<file path="config.mk">
export PLATFORM = sky130hd
export DESIGN_NAME = fc_cmd_scheduler
export DESIGN_NICKNAME = d
export VERILOG_FILES = /design/src/rtl/fc_sched_pkg.sv /design/src/rtl/rr_arbiter.sv /design/src/rtl/fc_cmd_scheduler.sv
export SDC_FILE = /design/constraint.sdc
export NUM_CORES = 1
export LEC_CHECK = 0
export CAP_MARGIN = 20
export CORE_AREA = 2 2 115 144
export DETAILED_ROUTE_END_ITERATION = 12
export DIE_AREA = 0 0 117 146
export HOLD_SLACK_MARGIN = 0.03
export PLACE_DENSITY = 0.59
export SYNTH_ARGS = -nofsm -noshare
export SYNTH_HDL_FRONTEND = slang
export SYNTH_SLANG_ARGS = --single-unit
</file>
<file path="constraint.sdc">
create_clock -name clk_bx -period 3.3 [get_ports clk_bx]
set_clock_uncertainty 0.05 [all_clocks]
set_input_delay 0.66 -clock clk_bx [delete_from_list [all_inputs] [get_ports clk_bx]]
set_output_delay 0.66 -clock clk_bx [all_outputs]
set_load 0.03 [all_outputs]
</file>
<file path="src/rtl/fc_sched_pkg.sv">
// rtl/fc_sched_pkg.sv - shared command codes, FSM encoding and widths for the fast-control scheduler
//
// Purpose: constants and types used by fc_cmd_scheduler and rr_arbiter.
// Ports:   none (package).
package fc_sched_pkg;

  localparam int CMD_W      = 2;
  localparam int BX_W       = 12;
  localparam int OFFSET_W   = 8;
  localparam int DROP_CNT_W = 16;
  localparam int L1A_CNT_W  = 32;

  localparam logic [CMD_W-1:0] CMD_L1A          = 2'd0;
  localparam logic [CMD_W-1:0] CMD_LINK_RESET   = 2'd1;
  localparam logic [CMD_W-1:0] CMD_BUFFER_CLEAR = 2'd2;
  localparam logic [CMD_W-1:0] CMD_CALIB        = 2'd3;

  typedef enum logic [1:0] {
    ST_IDLE       = 2'd0,
    ST_WAIT_SYNC  = 2'd1,
    ST_CALIB_WAIT = 2'd2,
    ST_RELEASE    = 2'd3
  } state_e;

  // Dropped-command counter holds at all-ones instead of wrapping.
  function automatic logic [DROP_CNT_W-1:0] sat_inc_drop(input logic [DROP_CNT_W-1:0] v);
    return (v == {DROP_CNT_W{1'b1}}) ? v : v + DROP_CNT_W'(1);
  endfunction

endpackage

</file>
<file path="src/rtl/rr_arbiter.sv">
// rtl/rr_arbiter.sv - round-robin request arbiter with registered priority pointer
//
// Purpose: picks one requester, searching from the pointer upward with wrap.
//          The pointer moves to (winner + 1) mod NUM_REQ when a grant is taken.
// Ports:
//   clk_bx, reset_n  - clock, asynchronous active-low reset (pointer -> 0)
//   grant_en_i       - a grant may be taken this cycle (pointer advances)
//   req_i            - per-requester request vector
//   grant_o          - one-hot grant (combinational)
//   grant_idx_o      - index of the granted requester
//   grant_valid_o    - at least one request is pending
//   ptr_o            - current highest-priority requester
module rr_arbiter #(
  parameter int NUM_REQ = 4,
  localparam int IDX_W = $clog2(NUM_REQ)
) (
  input  logic               clk_bx,
  input  logic               reset_n,
  input  logic               grant_en_i,
  input  logic [NUM_REQ-1:0] req_i,
  output logic [NUM_REQ-1:0] grant_o,
  output logic [IDX_W-1:0]   grant_idx_o,
  output logic               grant_valid_o,
  output logic [IDX_W-1:0]   ptr_o
);

  logic [IDX_W-1:0] ptr_q, ptr_d;

  always_comb begin
    grant_valid_o = 1'b0;
    grant_idx_o   = '0;
    grant_o       = '0;
    for (int i = 0; i < NUM_REQ; i++) begin : search
      int cand;
      cand = int'(ptr_q) + i;
      if (cand >= NUM_REQ) cand = cand - NUM_REQ;
      if (!grant_valid_o && req_i[IDX_W'(cand)]) begin
        grant_valid_o = 1'b1;
        grant_idx_o   = IDX_W'(cand);
      end
    end
    if (grant_valid_o) grant_o[grant_idx_o] = 1'b1;
  end

  always_comb begin
    ptr_d = ptr_q;
    if (grant_en_i && grant_valid_o) begin
      ptr_d = (grant_idx_o == IDX_W'(NUM_REQ - 1)) ? '0 : grant_idx_o + IDX_W'(1);
    end
  end

  always_ff @(posedge clk_bx or negedge reset_n) begin
    if (!reset_n) ptr_q <= '0;
    else          ptr_q <= ptr_d;
  end

  assign ptr_o = ptr_q;

endmodule

</file>
<file path="src/rtl/fc_cmd_scheduler.sv">
// rtl/fc_cmd_scheduler.sv - sequences requester commands onto the fast-control strobe outputs
//
// Purpose: grants requesters round-robin, one command at a time; aligns LINK_RESET and
//          BUFFER_CLEAR to sync_bx (with timeout), expands CALIB into calib pulse + L1A,
//          applies the L1A veto at the issue cycle, and keeps drop / L1A statistics.
// Ports:
//   clk_bx, reset_n           - bunch clock, asynchronous active-low reset
//   bx_counter, sync_bx       - current BX and the BX for aligned commands
//   calib_l1a_offset          - cycles from calib pulse to its L1A (0 treated as 1)
//   l1a_veto                  - suppresses an L1A in its issue cycle
//   req, req_cmd              - per-requester request and 2-bit command code
//   ack, ack_dropped          - one-cycle completion pulse, qualified as dropped
//   issue_*                   - one-cycle command strobes
//   busy                      - FSM not idle
//   dropped_count             - saturating count of dropped commands
//   issued_l1a_count          - wrapping count of issued L1As
module fc_cmd_scheduler
  import fc_sched_pkg::*;
#(
  parameter int NUM_REQ = 4,
  parameter int TIMEOUT = 4096
) (
  input  logic                    clk_bx,
  input  logic                    reset_n,
  input  logic [BX_W-1:0]         bx_counter,
  input  logic [BX_W-1:0]         sync_bx,
  input  logic [OFFSET_W-1:0]     calib_l1a_offset,
  input  logic                    l1a_veto,
  input  logic [NUM_REQ-1:0]      req,
  input  logic [2*NUM_REQ-1:0]    req_cmd,
  output logic [NUM_REQ-1:0]      ack,
  output logic                    ack_dropped,
  output logic                    issue_l1a,
  output logic                    issue_link_reset,
  output logic                    issue_buffer_clear,
  output logic                    issue_calib_pulse,
  output logic                    busy,
  output logic [DROP_CNT_W-1:0]   dropped_count,
  output logic [L1A_CNT_W-1:0]    issued_l1a_count
);

  localparam int IDX_W = $clog2(NUM_REQ);
  localparam int TMO_W = $clog2(TIMEOUT);

  state_e                 state_q, state_d;
  logic [CMD_W-1:0]       cmd_q, cmd_d;
  logic [NUM_REQ-1:0]     owner_q, owner_d;
  logic [OFFSET_W-1:0]    delay_q, delay_d;
  logic [TMO_W-1:0]       tmo_q, tmo_d;
  logic [NUM_REQ-1:0]     ack_q, ack_d;
  logic                   ack_dropped_q, ack_dropped_d;
  logic                   l1a_q, l1a_d;
  logic                   lr_q, lr_d;
  logic                   bc_q, bc_d;
  logic                   cal_q, cal_d;
  logic [DROP_CNT_W-1:0]  drop_cnt_q, drop_cnt_d;
  logic [L1A_CNT_W-1:0]   l1a_cnt_q, l1a_cnt_d;

  logic                   l1a_fire;
  logic                   drop_inc;
  logic [NUM_REQ-1:0]     arb_grant;
  logic [IDX_W-1:0]       arb_idx;
  logic [IDX_W-1:0]       arb_ptr;
  logic                   arb_valid;
  logic [CMD_W-1:0]       grant_cmd;
  logic                   unused_arb_ptr;

  rr_arbiter #(.NUM_REQ(NUM_REQ)) u_arb (
    .clk_bx        (clk_bx),
    .reset_n       (reset_n),
    .grant_en_i    (state_q == ST_IDLE),
    .req_i         (req),
    .grant_o       (arb_grant),
    .grant_idx_o   (arb_idx),
    .grant_valid_o (arb_valid),
    .ptr_o         (arb_ptr)
  );

  // The pointer is exported by the arbiter for observability only.
  assign unused_arb_ptr = ^arb_ptr;

  // {idx, 0} is 2*idx: the winner's command field base.
  assign grant_cmd = req_cmd[{arb_idx, 1'b0} +: CMD_W];

  always_comb begin
    state_d       = state_q;
    cmd_d         = cmd_q;
    owner_d       = owner_q;
    delay_d       = delay_q;
    tmo_d         = tmo_q;
    ack_d         = '0;
    ack_dropped_d = 1'b0;
    l1a_d         = 1'b0;
    lr_d          = 1'b0;
    bc_d          = 1'b0;
    cal_d         = 1'b0;
    drop_cnt_d    = drop_cnt_q;
    l1a_cnt_d     = l1a_cnt_q;
    l1a_fire      = 1'b0;
    drop_inc      = 1'b0;

    case (state_q)
      ST_IDLE: begin
        if (arb_valid) begin
          owner_d = arb_grant;
          cmd_d   = grant_cmd;
          tmo_d   = '0;
          case (grant_cmd)
            CMD_L1A: begin
              l1a_fire = 1'b1;
              state_d  = ST_RELEASE;
            end
            CMD_LINK_RESET, CMD_BUFFER_CLEAR: begin
              state_d = ST_WAIT_SYNC;
            end
            default: begin
              cal_d   = 1'b1;
              delay_d = (calib_l1a_offset == '0) ? OFFSET_W'(1) : calib_l1a_offset;
              state_d = ST_CALIB_WAIT;
            end
          endcase
        end
      end

      ST_WAIT_SYNC: begin
        // A BX match wins over a timeout landing in the same cycle.
        if (bx_counter == sync_bx) begin
          ack_d   = owner_q;
          lr_d    = (cmd_q == CMD_LINK_RESET);
          bc_d    = (cmd_q == CMD_BUFFER_CLEAR);
          state_d = ST_RELEASE;
        end else if (tmo_q == TMO_W'(TIMEOUT - 1)) begin
          ack_d         = owner_q;
          ack_dropped_d = 1'b1;
          drop_inc      = 1'b1;
          state_d       = ST_RELEASE;
        end else begin
          tmo_d = tmo_q + TMO_W'(1);
        end
      end

      ST_CALIB_WAIT: begin
        if (delay_q == OFFSET_W'(1)) begin
          l1a_fire = 1'b1;
          state_d  = ST_RELEASE;
        end else begin
          delay_d = delay_q - OFFSET_W'(1);
        end
      end

      ST_RELEASE: begin
        state_d = ST_IDLE;
      end

      default: begin
        state_d = ST_IDLE;
      end
    endcase

    // Shared L1A issue point for direct L1A and the tail of CALIB;
    // the veto is looked at only here.
    if (l1a_fire) begin
      ack_d = owner_d;
      if (l1a_veto) begin
        ack_dropped_d = 1'b1;
        drop_inc      = 1'b1;
      end else begin
        l1a_d     = 1'b1;
        l1a_cnt_d = l1a_cnt_q + L1A_CNT_W'(1);
      end
    end

    if (drop_inc) drop_cnt_d = sat_inc_drop(drop_cnt_q);
  end

  always_ff @(posedge clk_bx or negedge reset_n) begin
    if (!reset_n) begin
      state_q       <= ST_IDLE;
      cmd_q         <= CMD_L1A;
      owner_q       <= '0;
      delay_q       <= '0;
      tmo_q         <= '0;
      ack_q         <= '0;
      ack_dropped_q <= 1'b0;
      l1a_q         <= 1'b0;
      lr_q          <= 1'b0;
      bc_q          <= 1'b0;
      cal_q         <= 1'b0;
      drop_cnt_q    <= '0;
      l1a_cnt_q     <= '0;
    end else begin
      state_q       <= state_d;
      cmd_q         <= cmd_d;
      owner_q       <= owner_d;
      delay_q       <= delay_d;
      tmo_q         <= tmo_d;
      ack_q         <= ack_d;
      ack_dropped_q <= ack_dropped_d;
      l1a_q         <= l1a_d;
      lr_q          <= lr_d;
      bc_q          <= bc_d;
      cal_q         <= cal_d;
      drop_cnt_q    <= drop_cnt_d;
      l1a_cnt_q     <= l1a_cnt_d;
    end
  end

  assign ack                = ack_q;
  assign ack_dropped        = ack_dropped_q;
  assign issue_l1a          = l1a_q;
  assign issue_link_reset   = lr_q;
  assign issue_buffer_clear = bc_q;
  assign issue_calib_pulse  = cal_q;
  assign busy               = (state_q != ST_IDLE);
  assign dropped_count      = drop_cnt_q;
  assign issued_l1a_count   = l1a_cnt_q;

endmodule

</file>
# After elaboration in Yosys (flattened, before gate mapping)
# Index checks and enable logic that the tools add are counted.
[word_totals]
register_bits = 87
input_bits = 47
out_inout_bits = 58
elab_cells = 146
[op_classes]
add_sub_neg = 12
magnitude_cmp = 10
eq_ne = 19
n_shift = 1
n_mux = 66
n_bitwise = 2
n_reduce_logical = 22
[ops]
columns = ["operator", "count"]
rows = [
  ["12-bit two-way mux", 3],
  ["32-bit by 1-bit adder with 32-bit output, second input constant", 1],
  ["8-bit two-way mux", 4],
  ["1-bit two-way mux", 30],
  ["2-bit two-way mux", 13],
  ["4-bit two-way mux", 6],
  ["12-bit case mux with 2 select lines", 1],
  ["16-bit by 1-bit adder with 16-bit output, second input constant", 1],
  ["16-bit equality test, second input constant", 1],
  ["2-bit by 4-bit less-than comparator with 1-bit output, second input constant", 4],
  ["8-bit case mux with 2 select lines", 1],
  ["12-bit by 1-bit adder with 12-bit output, second input constant", 1],
  ["12-bit equality test", 1],
  ["12-bit equality test, second input constant", 1],
  ["2-bit != test, second input constant", 6],
  ["2-bit equality test, second input constant", 5],
  ["3-bit greater-or-equal comparator, second input constant", 3],
  ["1-bit binary-select mux with 2-bit select", 4],
  ["8-bit by 1-bit equality test with 1-bit output, second input constant", 1],
  ["8-bit logical NOT", 1],
  ["2-bit case mux with 4 select lines", 1],
  ["4-bit AND reduction", 2],
  ["8-bit by 4-bit variable part select with 2-bit output", 1],
  ["2-bit by 1-bit subtractor with 2-bit output, second input constant", 4],
  ["21 further kinds", 36],
]

# Depth between registers and ports, before layout
# Gate-level depths: netlist (run 1).
[logic_depth]
word_depth = 22
mapped_depth = 12
depth_no_buf = 12

# Cells and area by module
# From an unflattened synthesis (run 1), not the netlist that was laid out.
[unflattened]
hier_cells = 443
area_unflattened_um2 = 4644.5
[modules_own_cells]
columns = ["mod", "n_inst", "cells_per_inst", "area_each_um2", "seq_area_each_um2"]
rows = [
  ["fc_cmd_scheduler", 1, 413, 4381.7, 2127.0],
  ["rr_arbiter", 1, 30, 262.8, 50.0],
]

# Least setup slack after synthesis (run 1)
# No wires, ideal clock.
[synth_path]
kind = "in2reg"
startpoint = "input port req[2]"
endpoint = "register l1a_cnt_q[25] (netlist: issued_l1a_count[25])"
setup_time_ps = 123
arrival_ps = 2815
t_required_ps = 3127
path_slack_ps = 311
path_stages = 12
n_path_buf = 1
path_cell_list = "mux2i_1 -> nor2_1 -> nor3_1 -> inv_1 -> mux2_2 -> ha_1 -> a32oi_4 -> nor4_4 -> and2_1 -> buf_4 -> and2b_4 -> xnor2_2"
[synth_via]
elab_chain_cells = 19
elab_cells_between_ends = 32
classes_between = "shift (1); mux (23); reduce/logical (8)"
[synth_lines]
columns = ["element", "line", "rtl"]
rows = [
  ["from (decl)", "fc_cmd_scheduler.sv:29", "input logic [NUM_REQ-1:0] req,"],
  ["1-bit binary-select mux with 2-bit select", "rr_arbiter.sv:37", "if (!grant_valid_o && req_i[IDX_W'(cand)]) begin"],
  ["1-bit two-way mux (not written as such) (2 in a row)", "rr_arbiter.sv:37", ""],
  ["1-bit two-way mux", "rr_arbiter.sv:37", ""],
  ["1-bit logical NOT", "rr_arbiter.sv:37", ""],
  ["1-bit logical AND", "rr_arbiter.sv:37", ""],
  ["1-bit two-way mux", "rr_arbiter.sv:37", ""],
  ["1-bit logical NOT", "rr_arbiter.sv:37", ""],
  ["1-bit logical AND", "rr_arbiter.sv:37", ""],
  ["[2 not listed]", "n/a", ""],
  ["1-bit logical AND", "rr_arbiter.sv:37", ""],
  ["2-bit two-way mux", "rr_arbiter.sv:37", ""],
  ["8-bit by 4-bit variable part select with 2-bit output", "fc_cmd_scheduler.sv:83", "assign grant_cmd = req_cmd[{arb_idx, 1'b0} +: CMD_W];"],
  ["2-bit logical NOT", "fc_cmd_scheduler.sv:108", "case (grant_cmd)"],
  ["1-bit two-way mux", "fc_cmd_scheduler.sv:108", ""],
  ["1-bit two-way mux (*)", "fc_cmd_scheduler.sv:104", "if (arb_valid) begin"],
  ["1-bit case mux with 2 select lines (*)", "fc_cmd_scheduler.sv:102", "case (state_q)"],
  ["2-bit AND reduction (no source line) (*)", "n/a", ""],
  ["to (signal assigned)", "fc_cmd_scheduler.sv:204", "l1a_cnt_q <= l1a_cnt_d;"],
  ["to (decl)", "fc_cmd_scheduler.sv:57", "logic [L1A_CNT_W-1:0] l1a_cnt_q, l1a_cnt_d;"],
]
# Mark *: on every way between the ends. The rest lies on a longest branch, timed or not. The select of a mux whose other input is x is not followed.
# A chain may end at the register's enable or synchronous reset.

# Worst setup path in the final report (run 1)
[layout_path]
startpoint = "input port req[0]"
endpoint = "register drop_cnt_q[1] (netlist: dropped_count[1])"
[layout_via]
elab_chain_cells = 20
elab_cells_between_ends = 33
classes_between = "shift (1); mux (24); reduce/logical (8)"
[layout_lines]
columns = ["element", "line", "rtl"]
rows = [
  ["1-bit binary-select mux with 2-bit select", "rr_arbiter.sv:37", ""],
  ["1-bit two-way mux (not written as such) (2 in a row)", "rr_arbiter.sv:37", ""],
  ["1-bit two-way mux", "rr_arbiter.sv:37", ""],
  ["1-bit logical NOT", "rr_arbiter.sv:37", ""],
  ["1-bit logical AND", "rr_arbiter.sv:37", ""],
  ["1-bit two-way mux", "rr_arbiter.sv:37", ""],
  ["1-bit logical NOT", "rr_arbiter.sv:37", ""],
  ["1-bit logical AND", "rr_arbiter.sv:37", ""],
  ["[3 not listed]", "n/a", ""],
  ["2-bit two-way mux", "rr_arbiter.sv:37", ""],
  ["8-bit by 4-bit variable part select with 2-bit output", "fc_cmd_scheduler.sv:83", ""],
  ["2-bit logical NOT", "fc_cmd_scheduler.sv:108", ""],
  ["1-bit two-way mux", "fc_cmd_scheduler.sv:108", ""],
  ["1-bit two-way mux (*)", "fc_cmd_scheduler.sv:104", ""],
  ["1-bit case mux with 2 select lines (*)", "fc_cmd_scheduler.sv:102", ""],
  ["1-bit two-way mux (*)", "fc_cmd_scheduler.sv:162", "if (l1a_fire) begin"],
  ["2-bit AND reduction (no source line) (*)", "n/a", ""],
  ["to (signal assigned)", "fc_cmd_scheduler.sv:203", "drop_cnt_q <= drop_cnt_d;"],
  ["to (decl)", "fc_cmd_scheduler.sv:56", "logic [DROP_CNT_W-1:0] drop_cnt_q, drop_cnt_d;"],
]
# Marks and branches as above.

==> impl_results.md, run 1 <==
* Number of flops mapped to enable cells by yosys at 0
* Kind of critical path: in2reg
* RR Startpoint: u_arb.ptr_o[1]$_DFFE_PN0P_
* Synth unique cells at slightly below 60
* Final WS setup at approximately 0.16 ns
* Core area at around 16000 um^2
* Routed vias/inst at 4.718
* Die Span X at between 100 and 150 um
* GRT Overall Usage at 0.1305
* Cell Pwr Density at 588.8 nW/um^2
* Global-route wire length before repair at around 18000 um
* Worst Tran Pin Value at roughly 0.67 ns
* MaxCap Viol Count at 0
* Final Hold Fails at 0
* Yosys top cell area share at 0.4701
* Final Setup Violations at 0
* Crit path cell chain: clkdlybuf4s50_1 > a21oi_1 > o21a_1 > o22ai_4 > mux2i_1 > mux2_2 > ha_2 > a32o_2 > nand2_1 > a32oi_4 > buf_12 > buf_6 > mux2_2
* Asr flop ratio synth at 1.000
* Share of layout cells above drive strength 1 at 0.1280
* Hold Path Class: in2async
* Yosys warns at 0
* Row cnt at between 50 and 60
* Tmin final at 3.140 ns
* Status: complete, no violations
* Slew headroom at 0.5543
* Pwr Total at 3.795 mW
* Pre-CTS WS at -0.3204 ns
* Port Buf Inserts at 104
* Slew Viols, Final at 0
* Arr. time, crit path at about 3.3 ns
* Tcrit/Tclk final at 0.9516
* DRT iter0 DRCs at roughly 260
* Critical path peak fanout at 7
* Synth Register Bits at 87
* GR Overflow Total at 0
* DR vias at around 3800
* CTS sink cnt at 87
* Synthesized area per cell at ~10 um^2
* Seq/Total Area, Yosys at 0.4701
* Crit path launch type: input port
* # DRC at 0
* Antenna violations before repair at 0
* RePlAce Congestion at 0.7622
* Synth Cell Area at 4631 um^2
* Setup slack, reg-to-reg at between 0.4 and 0.5 ns
* Clk pin slew, worst setup/hold paths at about 0.060 ns
* Cts bufs inserted at 9
* Top_reg_cell synth: dfrtp_1
* Clock buffer depth at 2
* Area added between synthesis and finish at 39.21%
* Vias in the first global route at approximately 3800
* CP dominant cell by count: mux2_2
* Largest net degree at the start of global routing at between 50 and 60
* Slowest cell delay on critical path at 0.48 ns
* Worst R2R End: dropped_count[1]$_DFFE_PN0P_
* Syn_nets at between 500 and 600
* Worst EP required at approximately 3.5 ns
* Total I/O pin count at ~110
* Leakage at approximately 2.7 nW
* # nets final at around 640
* Worst vdd ir at between 0.2 and 0.25 mV
* Hpwl dp at ~8300 um
* Die footprint at about 17000 um^2
* DRT Pass-1 Iters at 4
* RSZ-0062 raised after global routing: false
* CTS tree: built
* Worst skew pair latency at 0.33 ns
* Die height at 146 um
* FMAX at between 300 and 400 MHz
* Starting Density at 0.2962
* Critical Path Sink Type: flip-flop
* Drt wl/cell at 13.57 um
* Antenna cell count at 0
* H-tree Lvls at 3
* Routed wire length at 10830 um
* Routed Antenna Nets at 0
* R2R depth at 12
* Clock root buffer: clkbuf_16
* Mapped Cells at 450
* Max stage delay cell, worst path: clkdlybuf4s50_1
* Area contributors post-synth: dfrtp_1 47%, xnor2_1 8.3%, nand2_1 4.5%
* Top cell type by total area after synthesis: dfrtp_1
## how the worst max path moves through the flow
stage	cells past startpoint	startpoint	endpoint
6_report	13	req[0]	dropped_count[1]$_DFFE_PN0P_
5_1_grt	14	req[0]	dropped_count[4]$_DFFE_PN0P_
4_1_cts	12	req[0]	issued_l1a_count[21]$_DFFE_PN0P_
3_5_place_dp	12	req[0]	issued_l1a_count[21]$_DFFE_PN0P_
3_3_place_gp	12	req[0]	issued_l1a_count[29]$_DFFE_PN0P_
2_1_floorplan	12	req[2]	issued_l1a_count[25]$_DFFE_PN0P_
## Yosys cell counts (6+ instances only)
master / n
and3_1: 6
nand4_1: 22
o22a_1: 7
and4_1: 6
nor2_1: 21
clkbuf_1: 7
inv_1: 15
nand3_1: 20
o21ai_0: 21
dfrtp_1: 87
mux2_2: 7
a21oi_1: 18
xor2_1: 12
or3_1: 11
nand2b_1: 7
xnor2_1: 44
nand2_1: 55
ha_1: 15
## layout by cell type (no fill, tap or decap), types with 2 or more instances in the layout
cell             count
nor4_1               3
nor3b_1              4
buf_6                4
a32oi_4              2
nor4_4               2
ha_1                14
mux2_2               6
nor3_1               3
o21a_1               3
nand2b_1             7
a21oi_1             18
nand2_1             55
nand4_1             22
clkdlybuf4s50_1    103
and3_1               6
clkbuf_8             2
nor3_2               2
inv_1               15
or3_1               11
xnor2_1             44
xor2_1              12
a211oi_1             2
clkbuf_16            9
buf_4               26
o21ai_0             21
mux2i_1              5
and4_1               6
o22a_1               7
dfrtp_1             87
a22o_1               4
and2_2               2
nor2_1              21
and2_1               4
nand3_1             20
## stage by stage
| step | hold slack, ns | setup TNS [ns] | cells | cell area (um^2) | util |
|---|---|---|---|---|---|
| 6_report | 0.3080 | 0 | 798 | 6446 | 0.4123 |
| 3_3_place_gp | 0.4144 | -5.656 | 780 | 6075 | 0.3886 |
| 4_1_cts | 0.3421 | 0 | 796 | 6384 | 0.4083 |
| 5_1_grt | 0.3718 | 0 | 798 | 6446 | 0.4123 |
| 2_1_floorplan | 0.3144 | 0 | 450 | 4631 | - |
| 3_5_place_dp | 0.4243 | -8.910 | 780 | 6075 | 0.3886 |
## report_power, final
group | switching (mW) | internal, mW | total [mW] | leakage, nW
Clock | 0.405 | 0.631 | 1.04 | 0.153
Sequential | 0.187 | 1.23 | 1.42 | 1.16
Combinational | 0.730 | 0.612 | 1.34 | 1.42
Total | 1.32 | 2.47 | 3.80 | 2.74
## layer usage
metal	global-route usage	part of all wire	up-vias
met1	0.1626	0.44	1804
met5	0	0	-
met4	0.03471	0.011	0
met2	0.2220	0.50	104
met3	0.03374	0.051	10
li1	-	-	1847
## sequential cells by signal, summed over array words and instances (netlist names)
signal              count
state_q                 2
issue_calib_pulse       1
cmd_q                   2
issue_buffer_clear      1
u_arb.ptr_o             2
issue_link_reset        1
dropped_count          16
ack_dropped             1
issue_l1a               1
delay_q                 8
owner_q                 4
issued_l1a_count       32
tmo_q                  12
ack                     4
## worst max-delay path, delay by kind of cell
kind | cells | cell delay (ns)
adder cells (fa/ha/maj) | 1 | 0.22
AO/OA/AOI/OAI | 5 | 0.90
AND/OR/NAND/NOR | 1 | 0.11
multiplexers | 3 | 0.71
buffers and inverters | 3 | 0.72
## cell type report
type / count / area (um^2)
Fill cell: 1518 / 9188
Multi-Input combinational cell: 334 / 2347
Sequential cell: 87 / 2177
Timing Repair Buffer: 134 / 1291
Tap cell: 212 / 265.3
Clock buffer: 12 / 256.5
Inverter: 15 / 56.30
Clock inverter: 4 / 52.55
## logic make-up (layout without fill, tap and decap cells)
logic type               after synthesis  in the layout  synth area share
AO/OA/AOI/OAI                         69             69            0.1070
adder cells (fa/ha/maj)               15             15           0.04053
multiplexers                          12             12           0.02783
buffers and inverters                 29            165           0.02729
flip-flops                            87             87            0.4701
AND/OR/NAND/NOR                      181            181            0.2178
XOR/XNOR                              57             57            0.1094
## repair_timing
| action | CTS | global route |
|---|---|---|
| hold buffers | 0 | 0 |
| gates resized for setup | 0 | 9 |
| buffers inserted | 0 | 2 |
| endpoints found under the setup margin | 0 | 23 |
| hold endpoints to repair | 0 | 0 |
(Power assumes the default switching activity.)
==> run 2, diff against run 1 <==
--- a/config.mk
+++ b/config.mk
@@ -6,9 +6,9 @@
 export NUM_CORES = 1
 export LEC_CHECK = 0
 export CAP_MARGIN = 20
-export CORE_AREA = 2 2 115 144
+export CORE_AREA = 2 2 128 130
 export DETAILED_ROUTE_END_ITERATION = 12
-export DIE_AREA = 0 0 117 146
+export DIE_AREA = 0 0 130 132
 export HOLD_SLACK_MARGIN = 0.03
 export PLACE_DENSITY = 0.59
 export SYNTH_ARGS = -nofsm -noshare
==> impl_results.md, run 2 (synthesis results as in run 1) <==
* Slew headroom at 0.6152 (was 0.5543)
* GR Overflow Total at 0 (unchanged)
* Cell Pwr Density at 592.5 nW/um^2 (was 588.8 nW/um^2)
* Critical path peak fanout at 5 (was 7)
* # DRC at 0 (unchanged)
* R2R depth at 11 (was 12)
* Total I/O pin count at 105 (unchanged)
* Routed vias/inst at 4.708 (was 4.718)
* Max FFs per register at 32 (unchanged)
* Net Sw Frac at 0.3572 (was 0.3481)
* Sum Neg Setup Slack at 0 ns (unchanged)
* Top delay family on crit path: compound AO/OA/AOI/OAI gates (unchanged)
* Die height at 132 um (was 146 um)
* Part of the power in registers at 0.372 (was 0.374)
* Setup slack, reg-to-reg at 0.47 ns (was 0.43 ns)
* Tmin final at 3.126 ns (was 3.140 ns)
* H-tree Lvls at 3 (unchanged)
* Pwr Total at 3.809 mW (was 3.795 mW)
* Post-route cell area at 6429 um^2 (was 6446 um^2)
* Sw Pwr at 1.360 mW (was 1.321 mW)
* Core area at 15710 um^2 (was 15630 um^2)
* Area added between synthesis and finish at 38.83% (was 39.21%)
* RSZ-0062 raised after global routing: false (unchanged)
* Final WS setup at 0.1737 ns (was 0.1599 ns)
* Worst skew pair latency at 0.34 ns (was 0.33 ns)
* Hold Path Class: in2async (unchanged)
* Slew Viols, Final at 0 (unchanged)
* Die footprint at 17160 um^2 (was 17080 um^2)
* Routed wire length at 10790 um (was 10830 um)
* Crit path launch type: input port (unchanged)
* Final Hold Fails at 0 (unchanged)
* Pre-CTS WS at -0.3472 ns (was -0.3204 ns)
* Antenna violations before repair at 0 (unchanged)
* CTS sink cnt at 87 (unchanged)
* Worst EP required at 3.47 ns (about the same)
* Vias in the first global route at 3815 (was 3839)
* GRT Overall Usage at 0.1320 (was 0.1305)
* CP bufs+invs at 2 (was 3)
* CP Depth at 12 (was 13)
* Commonest cells after routing, fill and taps aside: 103 x clkdlybuf4s50_1, 87 x dfrtp_1, 55 x nand2_1, 44 x xnor2_1, 27 x buf_4 (was 103 x clkdlybuf4s50_1, 87 x dfrtp_1, 55 x nand2_1, 44 x xnor2_1, 26 x buf_4)
* Power Internal at 2.449 mW (was 2.474 mW)
* CP Capture Point: dropped_count[1]$_DFFE_PN0P_ (unchanged)
* Arr. time, crit path at 3.30 ns (was 3.31 ns)
* Tcrit/Tclk final at 0.9474 (was 0.9516)
* Crit path cell chain: clkdlybuf4s50_1 > a21oi_1 > o21a_1 > o22ai_4 > mux2i_1 > mux2_2 > ha_2 > a32o_2 > nand2_1 > a32oi_4 > buf_4 > mux2_2 (was clkdlybuf4s50_1 > a21oi_1 > o21a_1 > o22ai_4 > mux2i_1 > mux2_2 > ha_2 > a32o_2 > nand2_1 > a32oi_4 > buf_12 > buf_6 > mux2_2)
* Worst Tran Pin Value at 0.5772 ns (was 0.6685 ns)
* Row cnt at 46 (was 51)
* Routed Antenna Nets at 0 (unchanged)
* Commonest non-fill, non-tap cell in the layout: clkdlybuf4s50_1 (unchanged)
* Largest net degree at the start of global routing at 44 (was 54)
* Clk pin slew, worst setup/hold paths at 0.06 ns (about the same)
* DR vias at 3771 (was 3765)
* Critical Path Sink Type: flip-flop (unchanged)
* RePlAce Congestion at 0.7761 (was 0.7622)
* Clock buffer depth at 2 (unchanged)
* Post-place instance area at 6082 um^2 (was 6075 um^2)
* Status: complete, no violations (unchanged)
* Hpwl dp at 8218 um (was 8343 um)
* Clock group share of total power at 0.270 (was 0.273)
* Starting Density at 0.2947 (was 0.2962)
* Layout Cells excl Fill at 801 (was 798)
* Share of layout cells above drive strength 1 at 0.1265 (was 0.1280)
* # nets final at 642 (was 643)
* Combinational Power Share at 0.358 (was 0.353)
* Port Buf Inserts at 104 (unchanged)
* Final core occ at 0.4091 (was 0.4123)
* Clock root buffer: clkbuf_16 (unchanged)
* CP dominant cell by count: mux2_2 (unchanged)
* FMAX at 319.9 MHz (was 318.5 MHz)
* Drt wl/cell at 13.47 um (was 13.57 um)
* DRT Pass-1 Iters at 4 (unchanged)
* Leakage at 2.711 nW (was 2.737 nW)
* Hold slack at 0.2657 ns (was 0.3080 ns)
* Max stage delay cell, worst path: clkdlybuf4s50_1 (unchanged)
* CTS tree: built (unchanged)
* Global-route wire length before repair at 18350 um (was 18120 um)
* RR Startpoint: u_arb.ptr_o[1]$_DFFE_PN0P_ (unchanged)
* Worst vdd ir at 0.2281 mV (was 0.2060 mV)
* # placed instances at 781 (was 780)
* Worst R2R End: dropped_count[1]$_DFFE_PN0P_ (unchanged)
* Kind of critical path: in2reg (unchanged)
* Final Setup Violations at 0 (unchanged)
* Hold buffer count at CTS at 0 (unchanged)
* Die Span X at 130 um (was 117 um)
* Antenna cell count at 0 (unchanged)
* Cts bufs inserted at 9 (unchanged)
* DRT iter0 DRCs at 173 (was 255)
* Critical Path Start: req[0] (unchanged)
* # fillers at 1544 (was 1518)
* MaxCap Viol Count at 0 (unchanged)
* Slowest cell delay on critical path at 0.50 ns (was 0.48 ns)
==> run 2: cell count changes in the layout (fill, tap and decap cells not counted), sizes merged <==
cell      previous run  this run
clkbuf              12        10
clkinv               2         1
clkinvlp             0         3
buf                 31        30
==> run 2: what timing repair did <==
action                                  4_1_cts  5_1_grt
setup buffers                                 0        4
gates resized for setup                       0        5
endpoints found under the setup margin        0       27
==> run 2: area by class of cell <==
class                           instances  area (um^2)  share of cell area
Clock inverter                          6        70.07             0.01090
Sequential cell                        87         2177              0.3387
Clock buffer                           10        229.0             0.03562
Timing Repair Buffer                  133         1285              0.1999
Inverter                               15        56.30            0.008758
Multi-Input combinational cell        334         2341              0.3641
Tap cell                              216        270.3             0.04204
==> run 2: worst min-delay path by stage <==
stage	start	endpoint	slack, ns	cells after the start
floorplan	reset_n	ack[0]$_DFF_PN0_	0.31	0
global placement	issued_l1a_count[31]$_DFFE_PN0P_	issued_l1a_count[31]$_DFFE_PN0P_	0.42	1
detailed placement	issued_l1a_count[31]$_DFFE_PN0P_	issued_l1a_count[31]$_DFFE_PN0P_	0.42	1
CTS	reset_n	dropped_count[7]$_DFFE_PN0P_	0.28	1
global route	reset_n	dropped_count[9]$_DFFE_PN0P_	0.30	1
finish	reset_n	dropped_count[7]$_DFFE_PN0P_	0.27	1
==> run 2: layer usage <==
metal  global-route usage  vias to the layer above  part of all wire
li1                     -                     1854                 -
met3              0.03328                       11             0.045
met2               0.2132                       84              0.48
met5                    0                        -                 0
met1               0.1742                     1822              0.47
met4              0.03883                        0            0.0095
==> run 2: power groups by stage <==
stage               logic [mW]  clock network, mW  registers [mW]
floorplan                0.790                  0            1.48
global route              1.51               1.11            1.44
CTS                       1.37               1.07            1.42
global placement          1.32                  0            1.42
finish                    1.36               1.03            1.42
detailed placement        1.36                  0            1.43
==> run 3, diff against run 2 <==
==> constraint.sdc (replaced) <==
create_clock -name clk_bx -period 3.82 [get_ports clk_bx]
set_clock_uncertainty 0.05 [all_clocks]
set_input_delay 0.764 -clock clk_bx [delete_from_list [all_inputs] [get_ports clk_bx]]
set_output_delay 0.764 -clock clk_bx [all_outputs]
set_load 0.03 [all_outputs]
==> impl_results.md, run 3 (synthesis results as in run 1) <==
* Hpwl dp at 7894 um (was 8218 um)
* Post-cts resize count at 0 (unchanged)
* Met3 Resource Use GR at 0.03328 (unchanged)
* Worst Tran Pin Value at 0.8750 ns (was 0.5772 ns)
* Kind of critical path: in2reg (unchanged)
* Tcrit/Tclk final at 0.8882
* Max stage delay cell, worst path: clkdlybuf4s50_1 (unchanged)
* Power Internal at 2.109 mW (was 2.449 mW)
* Routed Antenna Nets at 0 (unchanged)
* Status: complete, no violations (unchanged)
* Crit path cell chain: clkdlybuf4s50_1 > a21oi_1 > o21a_1 > o22ai_2 > mux2i_1 > mux2_2 > ha_1 > a32o_2 > nand2_1 > a32oi_4 > buf_4 > nand4_1 > xnor2_1 (was clkdlybuf4s50_1 > a21oi_1 > o21a_1 > o22ai_4 > mux2i_1 > mux2_2 > ha_2 > a32o_2 > nand2_1 > a32oi_4 > buf_4 > mux2_2)
* MaxCap Viol Count at 0 (unchanged)
* Post-CTS Setup Inserts at 0 (unchanged)
* Worst vdd ir at 0.2292 mV (was 0.2281 mV)
* Slew headroom at 0.4167 (was 0.6152)
* Crit path launch type: input port (unchanged)
* Cts bufs inserted at 9 (unchanged)
* Grt met1 use at 0.1664 (was 0.1742)
* Commonest cells after routing, fill and taps aside: 103 x clkdlybuf4s50_1, 87 x dfrtp_1, 55 x nand2_1, 44 x xnor2_1, 22 x nand4_1 (was 103 x clkdlybuf4s50_1, 87 x dfrtp_1, 55 x nand2_1, 44 x xnor2_1, 27 x buf_4)
* Routed vias/inst at 4.758 (was 4.708)
* Row cnt at 46 (unchanged)
* Leakage at 2.643 nW (was 2.711 nW)
* FMAX at slightly below 300 MHz
* DRT iter0 DRCs at 243 (was 173)
* Die height at 132 um (unchanged)
* Die footprint at 17160 um^2 (unchanged)
* Clock group share of total power at 0.292 (was 0.270)
* Die Span X at 130 um (unchanged)
* RePlAce Congestion at 0.7836 (was 0.7761)
* Clock root buffer: clkbuf_16 (unchanged)
* Final Hold Fails at 0 (unchanged)
* Core area at 15710 um^2 (unchanged)
* Critical Path Sink Type: flip-flop (unchanged)
* CP bufs+invs at 2 (unchanged)
* DRT Pass-1 Iters at 4 (unchanged)
* Combinational Power Share at 0.332 (was 0.358)
* GR peak layer: met2 (unchanged)
* Sw Pwr at 1.139 mW (was 1.360 mW)
* Worst skew pair latency at 0.34 ns (about the same)
* Area added between synthesis and finish at 36.23% (was 38.83%)
* Global-route wire length before repair at 17570 um (was 18350 um)
* Vias in the first global route at 3716 (was 3815)
* GR Overflow Total at 0 (unchanged)
* Arr. time, crit path at 3.56 ns (was 3.30 ns)
* Worst EP required at 3.99 ns (was 3.47 ns)
* Tmin final at between 3 and 4 ns
* GRT Overall Usage at 0.1261 (was 0.1320)
* Max FFs per register at 32 (unchanged)
* Commonest non-fill, non-tap cell in the layout: clkdlybuf4s50_1 (unchanged)
* H-tree Lvls at 3 (unchanged)
* Port Buf Inserts at 104 (unchanged)
* Total I/O pin count at 105 (unchanged)
* Sum Neg Setup Slack at 0 ns (unchanged)
* Slew Viols, Final at 0 (unchanged)
* Net Sw Frac at 0.3507 (was 0.3572)
* Starting Density at 0.2947 (unchanged)
* DR vias at 3735 (was 3771)
* Clock buffer depth at 2 (unchanged)
* # nets final at 626 (was 642)
* # DRC at 0 (unchanged)
* Top delay family on crit path: compound AO/OA/AOI/OAI gates (unchanged)
* Cell Pwr Density at 514.8 nW/um^2 (was 592.5 nW/um^2)
* Part of the power in registers at 0.376 (was 0.372)
* # fillers at 1516 (was 1544)
* Final Setup Violations at 0 (unchanged)
* Clk pin slew, worst setup/hold paths at 0.07 ns (was 0.06 ns)
* RSZ-0062 raised after global routing: false (unchanged)
* Slowest cell delay on critical path at 0.49 ns (was 0.50 ns)
* CTS tree: built (unchanged)
* Antenna violations before repair at 0 (unchanged)
* Routed wire length at 10570 um (was 10790 um)
* Largest net degree at the start of global routing at 82 (was 44)
* CTS sink cnt at 87 (unchanged)
* M2 GR Usage at 0.1975 (was 0.2132)
* Share of layout cells above drive strength 1 at 0.09842 (was 0.1265)
* Post-route cell area at 6309 um^2 (was 6429 um^2)
* Antenna cell count at 0 (unchanged)
* Hold buffer count at CTS at 0 (unchanged)
* Drt wl/cell at 13.46 um (was 13.47 um)
* Critical path peak fanout at 13 (was 5)
* Hold Path Class: in2async (unchanged)
* Post-place instance area at 5959 um^2 (was 6082 um^2)
## run 3: cell count changes in the layout (fill, tap and decap cells not counted), sizes merged
cell    before  now
clkbuf      10    9
buf         30   14
bufinv       1    2
## run 3: final timing paths
kind                       slack [ns]                               end  cells past startpoint                              from
setup / recovery                 0.43     dropped_count[11]$_DFFE_PN0P_                     13                            req[0]
hold / removal                   0.21            delay_q[2]$_DFFE_PN0P_                      1                           reset_n
setup reg to reg                 0.83     dropped_count[11]$_DFFE_PN0P_                     12        u_arb.ptr_o[1]$_DFFE_PN0P_
hold reg to reg                  0.42  issued_l1a_count[31]$_DFFE_PN0P_                      1  issued_l1a_count[31]$_DFFE_PN0P_
max in group asynchronous        2.81     dropped_count[11]$_DFFE_PN0P_                      3                           reset_n
min in group clk_bx              0.42  issued_l1a_count[31]$_DFFE_PN0P_                      1  issued_l1a_count[31]$_DFFE_PN0P_
## run 3: stage by stage
step                instances    util  hold slack [ns]  setup slack (ns)  power (mW)
floorplan                 450       -           0.3712            0.7273       1.959
global placement          768  0.3793           0.4163            0.1333       2.299
detailed placement        768  0.3793           0.4209           0.04824       2.324
CTS                       784  0.3997           0.4300            0.3933       3.290
global route              785  0.4015           0.2092            0.2192       3.471
finish                    785  0.4015           0.2139            0.4273       3.248
## run 3: area by class of cell
type	count	area [um^2]	area share
clock buffers	9	225.2	0.03570
clock inverters	7	96.34	0.01527
inverters	15	56.30	0.008925
multi-input cells	334	2327	0.3689
flip-flops and latches	87	2177	0.3451
well taps	216	270.3	0.04284
repair buffers	117	1156	0.1833
## run 3: worst reg2reg max path, cell delays in order (launching register included)
cell and delay, ns:
dfrtp_1 0.47, a21oi_1 0.11, o21a_1 0.19, o22ai_2 0.30, mux2i_1 0.24, mux2_2 0.20
ha_1 0.22, a32o_2 0.21, nand2_1 0.12, a32oi_4 0.25, buf_4 0.23, nand4_1 0.12
xnor2_1 0.15
## run 3: power groups by stage
| stage | combinational [mW] | sequential [mW] | clock [mW] |
|---|---|---|---|
| floorplan | 0.683 | 1.28 | 0 |
| detailed placement | 1.09 | 1.24 | 0 |
| global route | 1.21 | 1.25 | 1.01 |
| CTS | 1.09 | 1.22 | 0.977 |
| global placement | 1.07 | 1.23 | 0 |
| finish | 1.08 | 1.22 | 0.948 |
## run 3: per-layer routing
layer / vias up / share of wire
met5: - / 0
met2: 100 / 0.46
met1: 1804 / 0.47
li1: 1816 / -
met4: 0 / 0.020
met3: 15 / 0.049
